--- config.mk ---
export PLATFORM = sky130hd
export DESIGN_NAME = disp_scan_ctrl
export DESIGN_NICKNAME = d
export VERILOG_FILES = /design/src/rtl/disp_scan_ctrl.sv
export SDC_FILE = /design/constraint.sdc
export NUM_CORES = 1
export LEC_CHECK = 0
export CORE_ASPECT_RATIO = 0.6
export CORE_UTILIZATION = 50
export CTS_BUF_LIST = sky130_fd_sc_hd__clkbuf_8
export DETAILED_ROUTE_END_ITERATION = 10
export GPL_TIMING_DRIVEN = 0
export PLACE_DENSITY = 0.81
export SYNTH_ARGS = -nofsm -noshare
export SYNTH_HDL_FRONTEND = slang
export SYNTH_SLANG_ARGS = --single-unit
export TNS_END_PERCENT = 50
--- constraint.sdc ---
create_clock -name clk -period 8.5 [get_ports clk]
set_clock_uncertainty 0.2 [all_clocks]
set_input_delay 1.7 -clock clk [delete_from_list [all_inputs] [get_ports clk]]
set_output_delay 1.7 -clock clk [all_outputs]
set_load 0.01 [all_outputs]
--- src/rtl/disp_scan_ctrl.sv ---
// disp_scan_ctrl: time-multiplexed 7-segment scan controller.
// Drives a shared segment bus and a digit-select bus, dwelling on each digit
// and inserting a 2-cycle blank gap between digits. New BCD frames arrive
// through a valid/ready handshake and are swapped in only at frame boundaries.
// Optional feature: define DISP_SCAN_LZB_EN to enable leading-zero blanking.
module disp_scan_ctrl #(
  parameter int NUM_DISP    = 4,
  parameter int REFRESH_DIV = 1000,
  parameter int DIG_ACT_LOW = 1
) (
  input  logic                  clk,
  input  logic                  rst_n,
  input  logic                  en,
  input  logic                  disp_tgl,
  input  logic [NUM_DISP*4-1:0] bcd_in,
  input  logic                  bcd_vld,
  output logic                  bcd_rdy,
  output logic [6:0]            seg_out,
  output logic [NUM_DISP-1:0]   dig_sel,
  output logic                  frame_done
);

  localparam int IDX_W = (NUM_DISP > 1) ? $clog2(NUM_DISP) : 1;
  localparam int CNT_W = $clog2(REFRESH_DIV);
  localparam logic [IDX_W-1:0]    LAST_IDX   = IDX_W'(NUM_DISP - 1);
  localparam logic [CNT_W-1:0]    DWELL_LAST = CNT_W'(REFRESH_DIV - 1);
  localparam logic [CNT_W-1:0]    GAP_LAST   = CNT_W'(1);
  localparam logic [6:0]          SEG_BLANK  = 7'b1111111;
  localparam logic [NUM_DISP-1:0] SEL_OFF    = (DIG_ACT_LOW != 0) ? {NUM_DISP{1'b1}} : {NUM_DISP{1'b0}};

  typedef enum logic [1:0] {ST_IDLE, ST_DWELL, ST_GAP} state_t;

  state_t                r_state, w_state_nxt;
  logic [IDX_W-1:0]      r_idx, w_idx_nxt;
  logic [CNT_W-1:0]      r_cnt, w_cnt_nxt;
  logic [NUM_DISP*4-1:0] r_active, r_pend, w_active_nxt;
  logic                  r_pend_vld;
  logic                  w_boundary, w_xfer, w_lzb;
  logic [3:0]            w_nib;
  logic [NUM_DISP-1:0]   w_onehot;
  logic [6:0]            w_seg_nxt;
  logic [NUM_DISP-1:0]   w_sel_nxt;
  logic                  w_fd_nxt;
  logic [6:0]            r_seg_out;
  logic [NUM_DISP-1:0]   r_dig_sel;
  logic                  r_frame_done;

  // Active-low segment pattern for one BCD nibble; 10..15 show a dash.
  function automatic logic [6:0] seg_code(input logic [3:0] d);
    case (d)
      4'd0:    seg_code = 7'b0000001;
      4'd1:    seg_code = 7'b1001111;
      4'd2:    seg_code = 7'b0010010;
      4'd3:    seg_code = 7'b0000110;
      4'd4:    seg_code = 7'b1001100;
      4'd5:    seg_code = 7'b0100100;
      4'd6:    seg_code = 7'b0100000;
      4'd7:    seg_code = 7'b0001111;
      4'd8:    seg_code = 7'b0000000;
      4'd9:    seg_code = 7'b0000100;
      default: seg_code = 7'b1111110;
    endcase
  endfunction

  assign bcd_rdy    = !r_pend_vld;
  assign w_xfer     = bcd_vld && !r_pend_vld;
  assign w_boundary = (r_state == ST_GAP) && (r_cnt == GAP_LAST) && (r_idx == LAST_IDX);
  // The pending frame takes over on the edge that leaves the boundary cycle.
  assign w_active_nxt = (w_boundary && r_pend_vld) ? r_pend : r_active;

  assign seg_out    = r_seg_out;
  assign dig_sel    = r_dig_sel;
  assign frame_done = r_frame_done;

  // Next-state logic: dwell, then 2 gap cycles, then advance the digit; en=0 forces IDLE.
  always_comb begin
    w_state_nxt = r_state;
    w_idx_nxt   = r_idx;
    w_cnt_nxt   = r_cnt;
    unique case (r_state)
      ST_IDLE: begin
        w_idx_nxt = '0;
        w_cnt_nxt = '0;
        if (en) w_state_nxt = ST_DWELL;
      end
      ST_DWELL: begin
        if (r_cnt == DWELL_LAST) begin
          w_state_nxt = ST_GAP;
          w_cnt_nxt   = '0;
        end else begin
          w_cnt_nxt = r_cnt + CNT_W'(1);
        end
      end
      ST_GAP: begin
        if (r_cnt == GAP_LAST) begin
          w_state_nxt = ST_DWELL;
          w_cnt_nxt   = '0;
          w_idx_nxt   = (r_idx == LAST_IDX) ? '0 : r_idx + IDX_W'(1);
        end else begin
          w_cnt_nxt = r_cnt + CNT_W'(1);
        end
      end
      default: begin
        w_state_nxt = ST_IDLE;
        w_idx_nxt   = '0;
        w_cnt_nxt   = '0;
      end
    endcase
    if (!en) begin
      w_state_nxt = ST_IDLE;
      w_idx_nxt   = '0;
      w_cnt_nxt   = '0;
    end
  end

`ifdef DISP_SCAN_LZB_EN
  logic w_zero_run;
  // A digit above 0 is blanked when it and every higher nibble are zero.
  always_comb begin
    w_zero_run = 1'b1;
    w_lzb      = 1'b0;
    for (int i = NUM_DISP - 1; i >= 1; i--) begin
      w_zero_run = w_zero_run && (w_active_nxt[i*4 +: 4] == 4'h0);
      if ((w_idx_nxt == IDX_W'(i)) && w_zero_run) w_lzb = 1'b1;
    end
  end
`else
  assign w_lzb = 1'b0;
`endif

  // Output decode from the next state so the registered outputs line up with it.
  always_comb begin
    w_nib    = 4'h0;
    w_onehot = '0;
    for (int i = 0; i < NUM_DISP; i++) begin
      if (w_idx_nxt == IDX_W'(i)) w_nib = w_active_nxt[i*4 +: 4];
    end
    w_seg_nxt = SEG_BLANK;
    if ((w_state_nxt == ST_DWELL) && !w_lzb) begin
      for (int i = 0; i < NUM_DISP; i++) begin
        w_onehot[i] = (w_idx_nxt == IDX_W'(i));
      end
      w_seg_nxt = seg_code(w_nib);
    end
    w_seg_nxt = w_seg_nxt ^ {7{disp_tgl}};
    w_sel_nxt = (DIG_ACT_LOW != 0) ? ~w_onehot : w_onehot;
    w_fd_nxt  = (w_state_nxt == ST_GAP) && (w_cnt_nxt == GAP_LAST) && (w_idx_nxt == LAST_IDX);
  end

  // Scan state registers.
  always_ff @(posedge clk) begin
    if (!rst_n) begin
      r_state <= ST_IDLE;
      r_idx   <= '0;
      r_cnt   <= '0;
    end else begin
      r_state <= w_state_nxt;
      r_idx   <= w_idx_nxt;
      r_cnt   <= w_cnt_nxt;
    end
  end

  // Active frame and pending-valid flag; reset discards any pending frame.
  always_ff @(posedge clk) begin
    if (!rst_n) begin
      r_active   <= {NUM_DISP{4'hF}};
      r_pend_vld <= 1'b0;
    end else begin
      r_active <= w_active_nxt;
      if (w_boundary && r_pend_vld) r_pend_vld <= 1'b0;
      if (w_xfer) r_pend_vld <= 1'b1;
    end
  end

  // Pending frame data, captured on a handshake transfer.
  always_ff @(posedge clk) begin
    if (w_xfer) r_pend <= bcd_in;
  end

  // Registered display outputs.
  always_ff @(posedge clk) begin
    if (!rst_n) begin
      r_seg_out    <= SEG_BLANK ^ {7{disp_tgl}};
      r_dig_sel    <= SEL_OFF;
      r_frame_done <= 1'b0;
    end else begin
      r_seg_out    <= w_seg_nxt;
      r_dig_sel    <= w_sel_nxt;
      r_frame_done <= w_fd_nxt;
    end
  end

endmodule

==> Word level (Yosys, flattened, before mapping) <==
Memories as Yosys holds them, arrays and structs flattened.
Index checks and enable logic that the tools add are counted.
{ "word_totals": {"mem_bits_rw": 0, "n_memories": 1, "register_bits": 59, "latchBits": 0, "inputBits": 21, "out_inout_bits": 13, "rom_bits": 112} }
{ "memory_table": {"columns": ["memory", "words", "width", "rd", "rd_ports_with_merged_regs", "write_ports", "line", "source"], "rows": [
  ["(no name shown)", 16, 7, 1, 0, 0, "50", "case (d)"]
]} }
{ "classes": {"shift": 0, "order_cmp": 0, "n_reduce_logical": 10, "n_mul": 0, "eq_ne": 11, "n_addsub": 2, "n_mux": 22, "n_div": 0, "bitwise_logic": 3} }
{ "ops": {"columns": ["operator", "n"], "rows": [
  ["2-to-1 mux 10 bit", 3],
  ["== test 10 x 1 -> 1 bit, second input constant", 2],
  ["2-to-1 mux 4 bit", 5],
  ["one-hot mux 10 bit (2 select lines)", 1],
  ["2-to-1 mux 16 bit", 1],
  ["2-to-1 mux 7 bit", 2],
  ["2-to-1 mux 2 bit", 6],
  ["adder 10 x 1 -> 10 bit, second input constant", 1],
  ["== test 10 bit, second input constant", 1],
  ["== test 2 bit, second input constant", 5],
  ["inverter 7 bit", 1],
  ["XOR 7 bit", 1],
  ["== test 2 x 1 -> 1 bit, second input constant", 3],
  ["logical AND 1 bit", 6],
  ["one-hot mux 2 bit (3 select lines)", 1],
  ["logical NOT 2 bit", 2],
  ["inverter 4 bit", 1],
  ["one-hot mux 2 bit (2 select lines)", 1],
  ["adder 2 x 1 -> 2 bit, second input constant", 1],
  ["2-to-1 mux 1 bit", 2],
  ["nonzero test 2 bit", 1],
  ["logical NOT 1 bit", 1]
]} }

==> Longest topological paths before layout <==
Gate-level depths: netlist (run 1).
An unclocked memory read counts as a cell.
{ "depth": {"word_depth": 14, "depth_mapped": 17, "mapped_depth_nobuf": 14} }

==> Least setup slack after synthesis (run 1) <==
Ideal clock, no wire load.
{ "synth_path": {"path_type": "flip-flop to flip-flop", "startpoint": "reg r_cnt[0]", "endpoint": "reg r_seg_out[3] (netlist: seg_out[3])", "stages_incl_launch_ff": 16, "path_slack_ps": 4722, "arrival_ps": 3507, "synth_period_minus_slack_ps": 3778, "setup_ps": 72, "required_time_ps": 8228, "cell_sequence": "dfxtp_1 > ha_1 > or4b_1 > buf_4 > or4_4 > buf_6 > buf_8 > mux2i_1 > a22o_1 > a221oi_2 > inv_1 > ha_1 > a21oi_1 > a31oi_1 > a21boi_1 > xor2_1"} }
{ "synth_between": {"elab_chain_cells": 13, "elab_cells_between_ends": 26, "classes_between": "eq/ne (6); mux (14); bitwise (1); reduce/logical (4); memory (1)"} }
{ "synth_rtl": {"columns": ["element", "line", "source"], "rows": [
  ["start, declared", "35", "logic [CNT_W-1:0] r_cnt, w_cnt_nxt;"],
  ["start signal, assigned", "159", "r_cnt <= w_cnt_nxt;"],
  ["== test 10 x 1 -> 1 bit", "67, 95", null],
  ["2-to-1 mux 2 bit / logical AND 1 bit (equally long branches)", "95, 67", null],
  ["one-hot mux 2 bit (2 select lines) / logical AND 1 bit (equally long branches)", "80, 67", null],
  ["2-to-1 mux 2 bit / logical AND 1 bit (equally long branches)", "109, 69", null],
  ["logical NOT 2 bit / 2-to-1 mux 16 bit (equally long branches)", "136, 69", null],
  ["2-to-1 mux 4 bit (4 in a row)", "136", "if (w_idx_nxt == IDX_W'(i)) w_nib = w_active_nxt[i*4 +: 4];"],
  ["memory read (16 x 7 bit)", null, null],
  ["2-to-1 mux 7 bit (*)", "139", "if ((w_state_nxt == ST_DWELL) && !w_lzb) begin"],
  ["XOR 7 bit (*)", "145", "w_seg_nxt = w_seg_nxt ^ {7{disp_tgl}};"],
  ["2-to-1 mux 7 bit (*)", "182", "if (!rst_n) begin"],
  ["end signal, assigned", "183", "r_seg_out <= SEG_BLANK ^ {7{disp_tgl}};"],
  ["end signal, assigned", "187", "r_seg_out <= w_seg_nxt;"],
  ["end, declared", "44", "logic [6:0] r_seg_out;"]
]} }
Mark *: on every way between the ends. The rest lies on a longest branch, timed or not.
A chain may end at the register's enable or synchronous reset.

==> Worst setup path in the final report (run 1) <==
{ "layout_path": {"startpoint": "in en", "endpoint": "reg r_seg_out[3] (netlist: seg_out[3])"} }
{ "layout_between": {"elab_chain_cells": 10, "elab_cells_between_ends": 15, "classes_between": "eq/ne (4); mux (8); bitwise (1); reduce/logical (1); memory (1)"} }
{ "layout_rtl": {"columns": ["element", "line", "source"], "rows": [
  ["start, declared", "13", "input logic en,"],
  ["2-to-1 mux 2 bit", "109", "if (!en) begin"],
  ["logical NOT 2 bit", "136", null],
  ["2-to-1 mux 4 bit (4 in a row)", "136", null],
  ["memory read (16 x 7 bit)", null, null],
  ["2-to-1 mux 7 bit (*)", "139", null],
  ["XOR 7 bit (*)", "145", null],
  ["2-to-1 mux 7 bit (*)", "182", null]
]} }
Marked as above.

==> flow_metrics.env, run 1 <==
export IMPL_grt_overflow=0
export IMPL_criticalPathCategory="input port to flop"
export IMPL_tightest_slew_ps=915
export IMPL_cts_buffers=9
export IMPL_synthFlopType="dfxtp_1"
export IMPL_critPathMaxFanout=10
export IMPL_boundaryPins=34
export IMPL_ys_seq_area_share_pct=46.5
export IMPL_m1WireLength_um=2780
export IMPL_hold_violations=0
export IMPL_cts_htree_levels=3
export IMPL_place_ws_ps=3830
export IMPL_coreArea_sq_mm=0.00557
export IMPL_cts_repair_resized=0
export IMPL_max_cap_violations=0
export IMPL_cts_setup_buffers=0
export IMPL_start_util_pct=51.8
export IMPL_fin_util_pct=63.7
export IMPL_finalSetupViolCount=0
export IMPL_n_antenna_cell=0
export IMPL_postRouteAntennaNets=0
export IMPL_viasPerCell=5.24
export IMPL_top_layer="met4"
export IMPL_io_buffers=31
export IMPL_clk_path_buf_depth=2
export IMPL_finalWeightedCongestion=0.825
export IMPL_power_leakage_uw=0.00141
export IMPL_synth_seq_cells=59
export IMPL_dpl_cell_area_sq_mm=0.00330
export IMPL_multi_input_area_sq_mm=0.00138
export IMPL_final_common_cell="dfxtp_1"
export IMPL_maxSlewViolCount=0
export IMPL_fillers=470
export IMPL_finalInstanceArea_sq_mm=0.00355
export IMPL_fp_dieH_um=60.8
export IMPL_syn_area_sq_mm=0.00289
export IMPL_synth_distinct_cells=55
export IMPL_synthCells=284
export IMPL_finalCritPeriodShare_pct=51.8
export IMPL_numClockSinks=59
export IMPL_nNetsFinal=361
export IMPL_dieArea_sq_mm=0.00609
export IMPL_required_ps=8580
export IMPL_slowest_stage="clkdlybuf4s50_1"
export IMPL_synth_top_area_share_pct=29.8
export IMPL_status="finished, final reports clean"
export IMPL_fmax_mhz=227
export IMPL_fin_ws_ps=4100
export IMPL_cts_clk_slew_worst_paths_ps=70
export IMPL_p_per_area_mw_per_mm2=181
export IMPL_ir_drop_mv=0.100
export IMPL_clock_latency_ps=350
export IMPL_register_area_sq_mm=0.00134
export IMPL_cpPeakStageDelay_ps=480
export IMPL_synth_edf_count=16
export IMPL_grt_pass1_vias=1985
export IMPL_rsz0062_at_grt="false"
export IMPL_rows=21
export IMPL_dr_total_vias=2152
export IMPL_grt_pass1_wl_um=9670
export IMPL_crit_arrival_ps=4480
export IMPL_post_drt_wl_per_cell_um=14.2
export IMPL_p_total_uw=641
export IMPL_first_iter_violations=142
export IMPL_drive_gt1_share_pct=14.8
export IMPL_path_cells="clkdlybuf4s50_1 -> nand2_2 -> or3_1 -> clkbuf_1 -> nor3_1 -> a221oi_2 -> inv_1 -> ha_1 -> a21oi_1 -> a31oi_1 -> a21boi_1 -> xor2_1"
export IMPL_fin_crit_ps=4400
export IMPL_die_w_um=100
export IMPL_track_usage_pct=21.9
export IMPL_synthArstFlopShare_pct=0
export IMPL_drt_total_wl_um=5830
export IMPL_grt_max_degree=17
export IMPL_synth_avg_cell_area_sq_um=10.2
export IMPL_relSlewSlack_pct=38.4
export IMPL_yosysWarnings=0
export IMPL_cts_tree="done"
export IMPL_antenna_found_initial=0
export IMPL_worstSetupStartpointType="input port"
export IMPL_cts_hold_buffers=0
export IMPL_syn2layout_area_growth_pct=22.9
export IMPL_yosys_top_cells_area="dfxtp_1 (30%), edfxtp_1 (17%), ha_1 (6.1%)"
export IMPL_wl_met3_um=508
export IMPL_hp_class="flop to flop"
export IMPL_crit_path_end_kind="flop"
export IMPL_drc=0
export IMPL_hpwl_um=4300
export IMPL_timing_setup_tns_ps=0
export IMPL_final_cell_mix="dfxtp_1 (43), nand2_1 (32), clkdlybuf4s50_1 (31), nor2_1 (21), nand3_1 (20)"
export IMPL_synth_nets=319
export IMPL_yosys_area_top_type="dfxtp_1"
export IMPL_cts_root_buf="clkbuf_8"
export IMPL_met2_length_um=2490
export IMPL_firstDrtPassIters=4
==> cell type report <==
| class | instances | share of cell area, % |
|---|---|---|
| clock inverters | 7 | 3.53 |
| plain buffers | 15 | 3.42 |
| flip-flops and latches | 59 | 37.8 |
| inverters | 11 | 1.20 |
| repair buffers | 31 | 8.75 |
| clock buffers | 9 | 3.49 |
| well taps | 80 | 2.82 |
| multi-input cells | 199 | 39.0 |
==> power by group <==
part,internal [uW],switching [uW],leakage (uW),total (uW)
combinational,15.3,12.5,0.000785,27.8
sequential,297,2.95,0.000503,299
clock,197,117,0.000124,314
==> cells in the mapped netlist (all sizes together) (6+ instances only) <==
| cell type | instances |
|---|---|
| nor3 | 9 |
| ha | 14 |
| nor2 | 21 |
| mux2i | 16 |
| buf | 10 |
| dfxtp | 43 |
| edfxtp | 16 |
| inv | 10 |
| a21oi | 11 |
| o21ai | 9 |
| nand3 | 20 |
| xnor2 | 7 |
| xor2 | 10 |
| nand2 | 35 |
| or3 | 6 |
==> metrics by stage <==
| stage | hold slack [ps] | cells |
|---|---|---|
| after global placement | 245 | 395 |
| after detailed placement | 259 | 395 |
| after global routing | 306 | 411 |
| after floorplan | 230 | 284 |
| after CTS | 277 | 411 |
| final | 273 | 411 |
==> worst max-delay path: cells and delay by family <==
kind / cells / cell delay, ps
compound gates: 4 / 790
xor+xnor: 1 / 150
fa+ha+maj: 1 / 360
simple gates: 3 / 490
buf+inv: 3 / 960
==> state kept, by name, summed over array words and instances, names as in the netlist <==
| name | count |
|---|---|
| dig_sel | 4 |
| seg_out | 7 |
| r_idx | 2 |
| r_active | 16 |
| r_pend | 16 |
| r_pend_vld | 1 |
| r_cnt | 10 |
| r_state | 2 |
| frame_done | 1 |
==> logic make-up (layout without fill, tap and decap cells) <==
kind of cell             Yosys count  count (layout)  share of synthesized area (%)
buffers and inverters             26              73                           5.68
AND/OR/NAND/NOR                  111             111                           20.6
flip-flops                        59              59                           46.5
multiplexers                      16              16                           5.55
adder cells (fa/ha/maj)           14              14                           6.07
XOR/XNOR                          17              17                           5.16
AO/OA/AOI/OAI                     41              41                           10.5
==> metal layers <==
layer	vias to the layer above	global-route usage [%]
met2	73	32.1
met3	6	9.33
met5	-	0
li1	1084	-
met4	0	7.87
met1	989	29.2
==> path summary, 6_finish.rpt <==
| kind | startpoint | to | slack [ps] | depth (start not counted) |
|---|---|---|---|---|
| max | en | seg_out[3] | 4100 | 12 |
| min | r_active[8] | r_active[8] | 270 | 2 |
| max reg2reg | r_cnt[0] | seg_out[3] | 4310 | 14 |
| min reg2reg | r_active[8] | r_active[8] | 270 | 2 |
Note: power is estimated with default switching activity, not from simulation.
==> run 2: changes to the inputs <==
Clock period 8.5 ns to 4.16 ns, I/O delays scaled along.
==> run 2 against run 1 <==
Final cell count increased by 0.49%. Global-route usage about the same. Sequential cell count unchanged. Combinational power increased by 110%. Wire length about the same. Sequential share of layout area decreased by 0.32 points. Setup slack got worse by 3900 ps. Sequential power increased by 100%. Critical path type is now flop to flop. Largest power group unchanged.
==> flow_metrics.env, run 2 (synthesis results as in run 1) <==
export IMPL_status="finished, final reports clean"
export IMPL_relSlewSlack_pct=46.2
export IMPL_reg_largest_list="r_active x16, r_pend x16, r_cnt x10"
export IMPL_tightest_slew_ps=803
export IMPL_required_ps=4240
export IMPL_dpl_cell_area_sq_mm=0.00330
export IMPL_place_ws_ps=35.5
export IMPL_cts_htree_levels=3
export IMPL_cts_tree="done"
export IMPL_viasPerCell=5.26
export IMPL_grt_max_degree=17
export IMPL_clock_latency_ps=350
export IMPL_power_leakage_uw=0.00142
export IMPL_fin_util_pct=64.3
export IMPL_worstSetupStartpointType="flop"
export IMPL_boundaryPins=34
export IMPL_max_cap_violations=0
export IMPL_critPathMaxFanout=10
export IMPL_p_per_area_mw_per_mm2=366
export IMPL_p_total_uw=1310
export IMPL_maxSlewViolCount=0
export IMPL_cts_clk_slew_worst_paths_ps=70
export IMPL_cts_buffers=9
export IMPL_final_common_cell="dfxtp_1"
export IMPL_rows=21
export IMPL_drt_total_wl_um=5830
export IMPL_antenna_found_initial=0
export IMPL_hpwl_um=4300
export IMPL_coreArea_sq_mm=0.00557
export IMPL_final_cell_mix="dfxtp_1 (42), nand2_1 (32), clkdlybuf4s50_1 (31), nor2_1 (21), nand3_1 (20)"
export IMPL_cts_root_buf="clkbuf_8"
export IMPL_track_usage_pct=21.9
export IMPL_die_w_um=100
export IMPL_post_drt_wl_per_cell_um=14.1
export IMPL_drc=0
export IMPL_ir_drop_mv=0.205
export IMPL_firstDrtPassIters=4
export IMPL_fin_crit_ps=3990
export IMPL_finalSetupViolCount=0
export IMPL_hold_violations=0
export IMPL_finalWeightedCongestion=0.825
export IMPL_io_buffers=31
export IMPL_first_iter_violations=124
export IMPL_nNetsFinal=363
export IMPL_cts_hold_buffers=0
export IMPL_grt_pass1_vias=1978
export IMPL_numClockSinks=59
export IMPL_finalInstanceArea_sq_mm=0.00358
export IMPL_crit_arrival_ps=4070
export IMPL_hp_class="flop to flop"
export IMPL_drive_gt1_share_pct=15.9
export IMPL_grt_pass1_wl_um=9650
export IMPL_fillers=466
export IMPL_criticalPathCategory="flop to flop"
export IMPL_finalCritPeriodShare_pct=95.8
export IMPL_fin_ws_ps=173
export IMPL_n_antenna_cell=0
export IMPL_postRouteAntennaNets=0
export IMPL_fmax_mhz=251
export IMPL_syn2layout_area_growth_pct=24.1
export IMPL_fp_dieH_um=60.8
export IMPL_timing_setup_tns_ps=0
export IMPL_clk_path_buf_depth=2
export IMPL_start_util_pct=51.8
export IMPL_dieArea_sq_mm=0.00609
export IMPL_crit_path_end_kind="flop"
export IMPL_grt_overflow=0
export IMPL_dr_total_vias=2174
==> run 2: changes by cell type in the layout (fill, tap and decap cells not counted), sizes merged <==
| cell | before | now |
|---|---|---|
| buf | 10 | 12 |
==> run 2: what timing repair did <==
action,CTS,global route
gates resized for setup,1,2
pin swaps,0,1
buffers inserted,0,2
endpoints found under the setup margin,1,3
==> run 2: cell type report <==
cell class,count,area [sq um],area share [%]
inverter,11,42.5,1.19
buffer,15,121,3.39
tap,80,100,2.80
sequential,59,1340,37.5
timing repair buffer,33,325,9.08
clock inverter,7,125,3.49
multi-input combinational,199,1400,39.1
clock buffer,9,124,3.46
==> run 2: where the power goes <==
group | switching (uW) | internal [uW] | total (uW)
Sequential | 6.01 | 606 | 612
Clock | 239 | 402 | 641
Combinational | 25.7 | 31.4 | 57.1
Total | 270 | 1040 | 1310
==> run 2: critical path, cell delays in order (launching register included) <==
cell and delay (ps):
dfxtp_1 310, buf_6 130, or4b_1 510, buf_4 170, or4_4 510, buf_6 160
buf_8 150, mux2i_1 190, a22o_1 240, a221oi_4 310, inv_1 150, ha_1 340
a21oi_1 120, a31oi_1 60, a21boi_1 190, xor2_1 150
==> run 2: path summary, 6_finish.rpt <==
path                from           to  slack, ps  depth (start not counted)
max             r_cnt[2]   seg_out[3]        170                         15
min          r_active[8]  r_active[8]        270                          2
max reg2reg     r_cnt[2]   seg_out[3]        170                         15
min reg2reg  r_active[8]  r_active[8]        270                          2
==> run 2: stage by stage <==
| step | std cells | hold WS, ps |
|---|---|---|
| finish | 413 | 273 |
| global route | 413 | 306 |
| CTS | 411 | 277 |
| detailed placement | 395 | 259 |
| global placement | 395 | 245 |
| floorplan | 284 | 230 |
==> run 2: metal layers <==
metal	vias to the layer above	share of wire [%]	track usage [%]
met4	0	1.8	7.87
li1	1095	-	-
met1	1006	48	29.2
met5	-	0	0
met2	63	42	32.0
met3	10	7.5	9.33
